### src/rtl/rob_multi_commit.sv
// rob_multi_commit
//   Reorder buffer that retires instructions in program order. It has DEPTH
//   entries, WB_PORTS writeback channels and retires up to COMMIT_W entries
//   per cycle. A branch that was mispredicted is detected when it retires.
//   That retire redirects fetch and discards every younger entry.
// Ports
//   clk, rst               clock; synchronous active-high reset
//   rdy                    global enable. State is frozen and pulse outputs
//                          are masked while it is low.
//   issue_*                allocate at tail; issue_ready / issue_idx go back
//                          to the issue unit
//   q_idx1/2 -> q_ok/q_val operand lookup, combinational, with bypass from
//                          writebacks in the same cycle
//   wb_*                   packed per-port writeback (value/taken/target).
//                          For a store, value is the address and target is
//                          the data.
//   cm_*                   registered per-slot retire report
//   st_go/st_addr/st_data  release of the store at the head to memory
//   flush/redirect_pc      mispredict flush pulse and new fetch pc
module rob_multi_commit #(
    parameter int DEPTH    = 16,
    parameter int IDX_W    = 4,
    parameter int WB_PORTS = 2,
    parameter int COMMIT_W = 2
) (
    input  logic                         clk,
    input  logic                         rst,
    input  logic                         rdy,
    input  logic                         issue_valid,
    output logic                         issue_ready,
    output logic [IDX_W-1:0]             issue_idx,
    input  logic [4:0]                   issue_rd,
    input  logic                         issue_br,
    input  logic                         issue_pred,
    input  logic                         issue_store,
    input  logic [31:0]                  issue_pc,
    input  logic [IDX_W-1:0]             q_idx1,
    input  logic [IDX_W-1:0]             q_idx2,
    output logic                         q_ok1,
    output logic                         q_ok2,
    output logic [31:0]                  q_val1,
    output logic [31:0]                  q_val2,
    input  logic [WB_PORTS-1:0]          wb_valid,
    input  logic [WB_PORTS*IDX_W-1:0]    wb_idx,
    input  logic [WB_PORTS*32-1:0]       wb_value,
    input  logic [WB_PORTS-1:0]          wb_taken,
    input  logic [WB_PORTS*32-1:0]       wb_target,
    output logic [COMMIT_W-1:0]          cm_valid,
    output logic [COMMIT_W*5-1:0]        cm_rd,
    output logic [COMMIT_W*32-1:0]       cm_value,
    output logic [COMMIT_W*IDX_W-1:0]    cm_idx,
    output logic                         st_go,
    output logic [31:0]                  st_addr,
    output logic [31:0]                  st_data,
    output logic                         flush,
    output logic [31:0]                  redirect_pc
);
    localparam int CNT_W = IDX_W + 1;

    typedef struct packed {
        logic [4:0]  rd;
        logic        br;
        logic        pred;
        logic        store;
        logic [31:0] pc;
        logic [31:0] value;
        logic        taken;
        logic [31:0] target;
    } entry_t;

    entry_t           mem [DEPTH];
    logic [DEPTH-1:0] ready;
    logic [IDX_W-1:0] head, tail;
    logic [CNT_W-1:0] count;

    logic [COMMIT_W-1:0]       cm_valid_q;
    logic                      st_go_q, flush_q;

    logic [IDX_W-1:0] wb_idx_a    [WB_PORTS];
    logic [31:0]      wb_value_a  [WB_PORTS];
    logic [31:0]      wb_target_a [WB_PORTS];

    for (genvar p = 0; p < WB_PORTS; p++) begin : g_wb_unpack
        assign wb_idx_a[p]    = wb_idx[p*IDX_W +: IDX_W];
        assign wb_value_a[p]  = wb_value[p*32 +: 32];
        assign wb_target_a[p] = wb_target[p*32 +: 32];
    end

    logic issue_fire;
    assign issue_ready = (count != CNT_W'(DEPTH)) && !flush_q;
    assign issue_fire  = issue_valid && issue_ready;
    assign issue_idx   = tail;

    // Retire scan. The group stops at the first entry that is not ready, at
    // a mispredicted branch, or after a store. A store may only occupy slot
    // 0, so at most one store leaves per cycle and it leaves alone.
    logic [COMMIT_W-1:0] go;
    logic [IDX_W-1:0]    slot_idx [COMMIT_W];
    logic [CNT_W-1:0]    retire_n;
    logic                mis_any;
    logic [31:0]         redir_pc;
    logic                chain_open;

    always_comb begin
        // NOTE: every always_comb output gets a default first, so no path can leave a latch.
        chain_open = 1'b1;
        go         = '0;
        retire_n   = '0;
        mis_any    = 1'b0;
        redir_pc   = '0;
        for (int k = 0; k < COMMIT_W; k++) begin
            slot_idx[k] = head + IDX_W'(k);
            if (chain_open && (CNT_W'(k) < count) && ready[slot_idx[k]] &&
                (!mem[slot_idx[k]].store || k == 0)) begin
                go[k]    = 1'b1;
                retire_n = retire_n + CNT_W'(1);
                if (mem[slot_idx[k]].store)
                    chain_open = 1'b0;
                if (mem[slot_idx[k]].br && (mem[slot_idx[k]].taken != mem[slot_idx[k]].pred)) begin
                    mis_any    = 1'b1;
                    chain_open = 1'b0;
                    redir_pc   = mem[slot_idx[k]].taken ? mem[slot_idx[k]].target
                                                        : mem[slot_idx[k]].pc + 32'd4;
                end
            end else begin
                chain_open = 1'b0;
            end
        end
    end

    // Pointer, count and ready-bit state. A mispredict drops this cycle's
    // issue and writebacks along with everything that is already buffered.
    always_ff @(posedge clk) begin
        // NOTE: sequential state uses non-blocking assignments only, so every read sees pre-edge values.
        if (rst) begin
            head  <= '0;
            tail  <= '0;
            count <= '0;
            ready <= '0;
        end else if (rdy) begin
            if (mis_any) begin
                head  <= '0;
                tail  <= '0;
                count <= '0;
                ready <= '0;
            end else begin
                if (issue_fire) begin
                    ready[tail] <= 1'b0;
                    tail        <= tail + IDX_W'(1);
                end
                for (int p = 0; p < WB_PORTS; p++)
                    if (wb_valid[p])
                        ready[wb_idx_a[p]] <= 1'b1;
                head  <= head + retire_n[IDX_W-1:0];
                count <= count + CNT_W'(issue_fire) - retire_n;
            end
        end
    end

    // NOTE: entry payload has no reset; the ready bits and count gate every use of it.
    // Ports are applied in ascending order, so when two ports hit the same
    // index in one cycle the higher-numbered port wins.
    always_ff @(posedge clk) begin
        if (!rst && rdy && !mis_any) begin
            if (issue_fire) begin
                mem[tail].rd    <= issue_rd;
                mem[tail].br    <= issue_br;
                mem[tail].pred  <= issue_pred;
                mem[tail].store <= issue_store;
                mem[tail].pc    <= issue_pc;
            end
            for (int p = 0; p < WB_PORTS; p++) begin
                if (wb_valid[p]) begin
                    mem[wb_idx_a[p]].value  <= wb_value_a[p];
                    mem[wb_idx_a[p]].taken  <= wb_taken[p];
                    mem[wb_idx_a[p]].target <= wb_target_a[p];
                end
            end
        end
    end

    // Registered retire report. A retired store reports rd=0 so the
    // register file writes nothing.
    always_ff @(posedge clk) begin
        if (rst) begin
            cm_valid_q  <= '0;
            cm_rd       <= '0;
            cm_value    <= '0;
            cm_idx      <= '0;
            st_go_q     <= 1'b0;
            st_addr     <= '0;
            st_data     <= '0;
            flush_q     <= 1'b0;
            redirect_pc <= '0;
        end else if (rdy) begin
            cm_valid_q <= go;
            st_go_q    <= go[0] && mem[head].store;
            flush_q    <= mis_any;
            if (mis_any)
                redirect_pc <= redir_pc;
            if (go[0] && mem[head].store) begin
                st_addr <= mem[head].value;
                st_data <= mem[head].target;
            end
            for (int k = 0; k < COMMIT_W; k++) begin
                cm_rd[k*5 +: 5]          <= mem[slot_idx[k]].store ? 5'd0 : mem[slot_idx[k]].rd;
                cm_value[k*32 +: 32]     <= mem[slot_idx[k]].value;
                cm_idx[k*IDX_W +: IDX_W] <= slot_idx[k];
            end
        end
    end

    // Pulses are masked while rdy is low; the registers keep their state.
    assign cm_valid = cm_valid_q & {COMMIT_W{rdy}};
    assign st_go    = st_go_q & rdy;
    assign flush    = flush_q & rdy;

    // Operand lookup. A stored result takes priority. Otherwise the value
    // is bypassed from the lowest-numbered port writing that index.
    logic [IDX_W-1:0] q_idx_a [2];
    logic             q_ok_a  [2];
    logic [31:0]      q_val_a [2];

    assign q_idx_a[0] = q_idx1;
    assign q_idx_a[1] = q_idx2;

    always_comb begin
        for (int q = 0; q < 2; q++) begin
            q_ok_a[q]  = ready[q_idx_a[q]];
            q_val_a[q] = ready[q_idx_a[q]] ? mem[q_idx_a[q]].value : 32'd0;
            if (!ready[q_idx_a[q]]) begin
                for (int p = WB_PORTS - 1; p >= 0; p--) begin
                    if (wb_valid[p] && (wb_idx_a[p] == q_idx_a[q])) begin
                        q_ok_a[q]  = 1'b1;
                        q_val_a[q] = wb_value_a[p];
                    end
                end
            end
        end
    end

    assign q_ok1  = q_ok_a[0];
    assign q_ok2  = q_ok_a[1];
    assign q_val1 = q_val_a[0];
    assign q_val2 = q_val_a[1];

endmodule

### config.mk
export PLATFORM = sky130hd
export DESIGN_NAME = rob_multi_commit
export DESIGN_NICKNAME = d
export VERILOG_FILES = /design/src/rtl/rob_multi_commit.sv
export SDC_FILE = /design/constraint.sdc
export NUM_CORES = 2
export LEC_CHECK = 0
export CAP_MARGIN = 5
export CORE_ASPECT_RATIO = 1.1
export CORE_UTILIZATION = 55
export CTS_CLUSTER_DIAMETER = 30
export CTS_CLUSTER_SIZE = 24
export DETAILED_ROUTE_END_ITERATION = 10
export DONT_BUFFER_PORTS = 1
export PLACE_DENSITY = 0.77
export SETUP_SLACK_MARGIN = 0.05
export SLEW_MARGIN = 20
export SYNTH_ARGS = -nofsm -noshare
export SYNTH_HDL_FRONTEND = slang
export SYNTH_SLANG_ARGS = --single-unit
### constraint.sdc
create_clock -name clk -period 20.1 [get_ports clk]
set_clock_uncertainty 0.1 [all_clocks]
set_input_delay 4.02 -clock clk [delete_from_list [all_inputs] [get_ports clk]]
set_output_delay 4.02 -clock clk [all_outputs]
set_load 0.02 [all_outputs]
; ---- After elaboration in Yosys (flattened, before gate mapping)
; Memory sizes are Yosys's and may differ from the RTL's. A register that Yosys moved wholly into a read port is not among the register bits.
; Index checks and enable logic that the tools add are counted.
; W data, S select, Z words.
[totals]
reg_bits = 211
ram_bits = 1680
inputBits = 192
output_inout_bits = 253
memories = 1
[mem_list]
columns = name, depth, width, rd, rd_clocked_by_memory_dff, wr, line
row1 = mem, 16, 105, 4, 1, 3, 71  ; entry_t mem [DEPTH];
[classes]
add_sub_neg = 8
magnitude_cmp = 12
eq_ne = 7
n_mux = 72
bitwise_logic = 7
n_reduce_logical = 26
[op_table]
columns = cell, n
row1 = $mux W32, 14
row2 = $mux W16, 10
row3 = $add A32 B3 Y32 const B, 2
row4 = $lt A4 B5 Y1 const B, 7
row5 = $mux W1, 32
row6 = $or A16 B16 Y16, 2
row7 = $mux W4, 5
row8 = $logic_and A1 B1 Y1, 18
row9 = $and A16 B16 Y16, 1
row10 = $bmux W1 S4, 4
row11 = $eq A4 B4 Y1, 4
row12 = $not A16 Y16, 1
row13 = $mux W5, 3
row14 = $demux W1 S4, 3
row15 = $ge A4 B1 Y1 const B, 3
row16 = $lt A1 B5 Y1 const A, 2
row17 = $add A4 B1 Y4 const B, 2
row18 = $reduce_and A2 Y1, 3
row19 = $add A5 B1 Y5, 1
row20 = $ne A5 B5 Y1 const B, 1
row21 = $sub A5 B5 Y5, 1
row22 = $add A4 B4 Y4, 1
row23 = $logic_not A1 Y1, 4
row24 = $add A1 B1 Y2 const B, 1
row25 = other kinds (5), 7

; ---- Longest topological paths before layout
[depth]
depth_word = 19
mapped_depth = 20
depth_no_buf = 18

; ---- Worst setup path before layout
; OpenSTA, ideal clock, no wires.
[synth_timing]
path_type = in2out
from = in q_idx1[0]
to = out q_val1[10]
t_arrival_ns = 6.561
setup_slack_ns = 9.419
path_stages = 7
path_cell_list = clkbuf_1 -> buf_1 -> xor2_1 -> nor4_1 -> clkbuf_1 -> a22oi_1 -> o21ai_0
[synth_between]
elab_chain_cells = 6
[synth_rtl]
columns = element, line
row1 = from (decl), 37  ; input logic [IDX_W-1:0] q_idx1,
row2 = $bmux W1 S4, "230, 231"
row3 = $mux W1 (implied by the code), "230, 231"
row4 = $mux W32, 230  ; q_val_a[q] = ready[q_idx_a[q]] ? mem[q_idx_a[q]].value : 32'd0;
row5 = $mux W32 (2 in a row), 233  ; if (wb_valid[p] && (wb_idx_a[p] == q_idx_a[q])) begin
row6 = $mux W32 (*), 231  ; if (!ready[q_idx_a[q]]) begin
row7 = to (decl), 41  ; output logic [31:0] q_val1,
; Every way passes the cells marked *; elsewhere a longest branch is shown, timed or not. The select of a mux whose other input is x is not followed.

; ---- Worst setup path after layout
[layout_timing]
from = in q_idx1[0]
to = out q_val1[4]
; Same word-level chain as after synthesis.

==> results.rst <==
.. list-table::
   :header-rows: 1

   * - Metric
     - Value
   * - Run status
     - complete, no violations
   * - Category of the critical setup timing path
     - input pin to output port
   * - Worst reg2reg path startpoint
     - head[0]
   * - Crit path from
     - q_idx1[0]
   * - Number of endpoints with negative hold slack in the final report
     - 0
   * - Clock buffer depth
     - 4
   * - Final cell utilization of the core
     - 62.6%
   * - Startpoint of the lowest-slack hold path
     - count[3]
   * - Number of clock sinks seen by CTS
     - 1,895
   * - Overall overflow remaining after global route
     - 0
   * - Vias in the first global route
     - 71.6k
   * - Setup slack after placement
     - 9270 ps
   * - Worst IR Drop VDD
     - 76.8 uV
   * - Clock H-tree levels
     - 5
   * - Wirelength per Cell
     - 39.9 microns
   * - Drt via density
     - 7.75
   * - Post-route fraction of the period consumed by the critical path
     - 55.0%
   * - Layout-stage area growth over the synthesis result
     - 13.3%
   * - Nets
     - 6,484
   * - Number of iterations in the first detailed-routing pass
     - 9
   * - Overall fraction of global-route tracks in use
     - 36.3%
   * - Final Instance Count excl. Fillers
     - 9,187
   * - Kind of end point of the critical path
     - output port
   * - Antenna violation net count after detailed routing
     - 0
   * - Final sum of negative setup slack
     - 0 ps
   * - Number of synthesized flops with an enable pin
     - 1,680
   * - Areal power density over the cells
     - 91.0 mW/mm^2
   * - Setup violators final
     - 0
   * - Area of the core
     - 0.197 sq mm
   * - Worst path required time
     - 15,980 ps
   * - Number of rows created at floorplan
     - 171
   * - Max-cap viol count
     - 0
   * - Max-slew violation count
     - 0
   * - Count of state elements after synthesis
     - 1,895
   * - Worst-path maximum fanout
     - 134
   * - Yosys Warn Count
     - 0
   * - Share of final-layout standard cells stronger than drive strength 1
     - 40.4%
   * - Syn Area/Cell
     - 17.0 sq um
   * - Met1 wire length
     - 116,000 microns
   * - Leakage dissipation
     - 38.7 nW
   * - Commonest cells after routing, fill and taps aside
     - sky130_fd_sc_hd__edfxtp_1 (1,680), sky130_fd_sc_hd__mux4_2 (1,279), sky130_fd_sc_hd__mux2_1 (578), sky130_fd_sc_hd__mux2_2 (469), sky130_fd_sc_hd__clkbuf_16 (410)
   * - Dominant register cell in the synthesized netlist
     - sky130_fd_sc_hd__edfxtp_1
   * - Leading cell type in the layout, fill and taps excluded
     - sky130_fd_sc_hd__edfxtp_1
   * - Detailed Route Iter0 Violations
     - 11.3k
   * - Placed cell areas
     - 0.110 sq mm
   * - Routability congestion estimate
     - 0.911
   * - Clk Latency, worst-skew pair
     - 980 ps
   * - TritonCTS buffer count
     - 397
   * - Max Fclk
     - 90.5 MHz
   * - Post-synthesis instance area
     - 0.109 sq mm
   * - Routed length on met3
     - 58,400 microns
   * - Tightest Pin Transition
     - 1180 ps
   * - Height of the die
     - 469 microns
   * - WL final
     - 366,000 microns
   * - Largest net degree at the start of global routing
     - 174
   * - Total nets after synthesis
     - 6,640
   * - Crit path buffers/inverters
     - 1
   * - Final setup margin
     - 9050 ps
   * - Synthesized instance count
     - 6,427
   * - Sequential fraction of the synthesis area
     - 50.2%
   * - Top routing layer in use
     - met5
   * - Hold-fix buffers, CTS
     - 0
   * - Post-cts sizing count
     - 0
   * - Crit path time final
     - 11,050 ps
   * - Via count
     - 71.2k
   * - Worst path arrival time
     - 6930 ps
   * - Type of the tightest min-delay check
     - register to register
   * - Wire length of the first global-routing pass
     - 516,000 microns
   * - Headroom to the max-slew limit
     - 21.0%
   * - Kind of start point of the critical path
     - input pin
   * - Number of primary I/O pins
     - 445
   * - TritonCTS clock tree
     - done
   * - Largest incremental delay on the critical path
     - 990 ps
   * - Placed Cells incl. Taps
     - 8,465
   * - Cell with the biggest individual delay on the critical path
     - sky130_fd_sc_hd__mux4_4
   * - RSZ-0062 raised after global routing
     - no
   * - Share of flip-flops with an asynchronous set or reset after synthesis
     - 0%
   * - Post-synth cell types
     - 89
   * - Placed wire-length estimate
     - 206,000 microns
   * - Floorplan die width
     - 427 microns
   * - Clock transition at the registers of the reported paths
     - 50 ps
   * - Area of all placed cells without fillers
     - 0.124 sq mm
   * - Total of buffers placed on input and output ports
     - 0
   * - Antenna violations before repair
     - 8
   * - Tot Pwr
     - 11.2 mW
   * - Final routed DRC violation total
     - 0
   * - Top Family by Delay on Critical Path
     - multiplexers
   * - Cell chosen for the clock root
     - sky130_fd_sc_hd__clkbuf_16
   * - Worst hold slack across all endpoints
     - 353 ps
   * - Setup Fix Bufs, Post-CTS
     - 0
   * - Initial core utilization
     - 55.3%
   * - Met2 layer wire length in the routed design
     - 166,000 microns
   * - DIE AREA
     - 0.200 sq mm
   * - Cells traversed along the worst timing path
     - mux4_2, mux4_4, o21ai_0, buf_4
layout make-up:
cell class              count  area, sq um
well taps                2595         3250
inverters                  23         93.8
repair buffers            153         1250
clock inverters           259         2730
flip-flops and latches   1895        54800
diodes                      3         7.51
fillers                 13400        73700
clock buffers             458        10500
multi-input cells        3801        51000
flip-flops by register name, indices dropped and copies added (netlist names), named ones only:
| name | flops |
|---|---|
| count | 5 |
| head | 4 |
| st_data | 32 |
| st_addr | 32 |
| cm_value | 64 |
| issue_idx | 4 |
| st_go_q | 1 |
| flush_q | 1 |
| cm_rd | 10 |
| cm_valid_q | 2 |
| mem | 1680 |
| ready | 16 |
| cm_idx | 8 |
| redirect_pc | 32 |
final timing paths:
kind	end	slack (ps)	depth (start not counted)
min reg2reg	count[3]	350	2
max reg2reg	mem[9][9]	11300	14
min	count[3]	350	2
max	q_val1[4]	9050	4
worst register-to-register path, delay by kind of cell (launching register included):
family / cells / cell delay (ps)
AND/OR/NAND/NOR: 3 / 1010
XOR/XNOR: 1 / 250
flip-flops: 1 / 960
buffers and inverters: 8 / 5230
AO/OA/AOI/OAI: 2 / 800
report_power, final:
part	internal [mW]	switching [mW]	total, mW	leakage, nW
clock	4.29	2.17	6.47	6.37
sequential	4.33	0.0329	4.36	16.9
combinational	0.218	0.192	0.410	15.4
cells in the mapped netlist (18+ instances only):
master	instances	share of area [%]
sky130_fd_sc_hd__xnor2_1	39	0.31
sky130_fd_sc_hd__mux4_2	1281	26
sky130_fd_sc_hd__nor3_1	48	0.22
sky130_fd_sc_hd__nor2_1	213	0.73
sky130_fd_sc_hd__buf_1	108	0.37
sky130_fd_sc_hd__buf_2	163	0.75
sky130_fd_sc_hd__mux2_1	578	6.0
sky130_fd_sc_hd__mux2_2	469	4.8
sky130_fd_sc_hd__a22oi_1	92	0.63
sky130_fd_sc_hd__inv_1	21	0.072
sky130_fd_sc_hd__buf_6	59	0.61
sky130_fd_sc_hd__clkbuf_1	308	1.1
sky130_fd_sc_hd__mux2i_1	191	1.8
sky130_fd_sc_hd__nand2_1	264	0.91
sky130_fd_sc_hd__mux4_1	19	0.46
sky130_fd_sc_hd__a22o_1	18	0.14
sky130_fd_sc_hd__xor2_1	31	0.25
sky130_fd_sc_hd__a211oi_1	30	0.21
sky130_fd_sc_hd__edfxtp_1	1680	46
sky130_fd_sc_hd__ha_1	19	0.22
sky130_fd_sc_hd__a21oi_1	113	0.52
sky130_fd_sc_hd__nand3_1	41	0.19
sky130_fd_sc_hd__dfxtp_1	215	3.9
sky130_fd_sc_hd__o21ai_0	128	0.59
sky130_fd_sc_hd__buf_4	51	0.35
per-layer routing:
layer	up-vias	GRT usage, %
met5	-	0.119
met4	6	21.6
met3	1494	14.4
met2	6543	54.8
met1	36400	44.2
li1	26700	-
kinds of logic after synthesis:
kind of cell	synth area share, %
buffers and inverters	3.47
xor gates and xnor gates	0.577
AOI/OAI and AO/OA	2.86
and+or+nand+nor	2.78
DFF	50.2
muxes	39.8
adders and majority gates	0.255
Power figures use the tool's default switching activity.
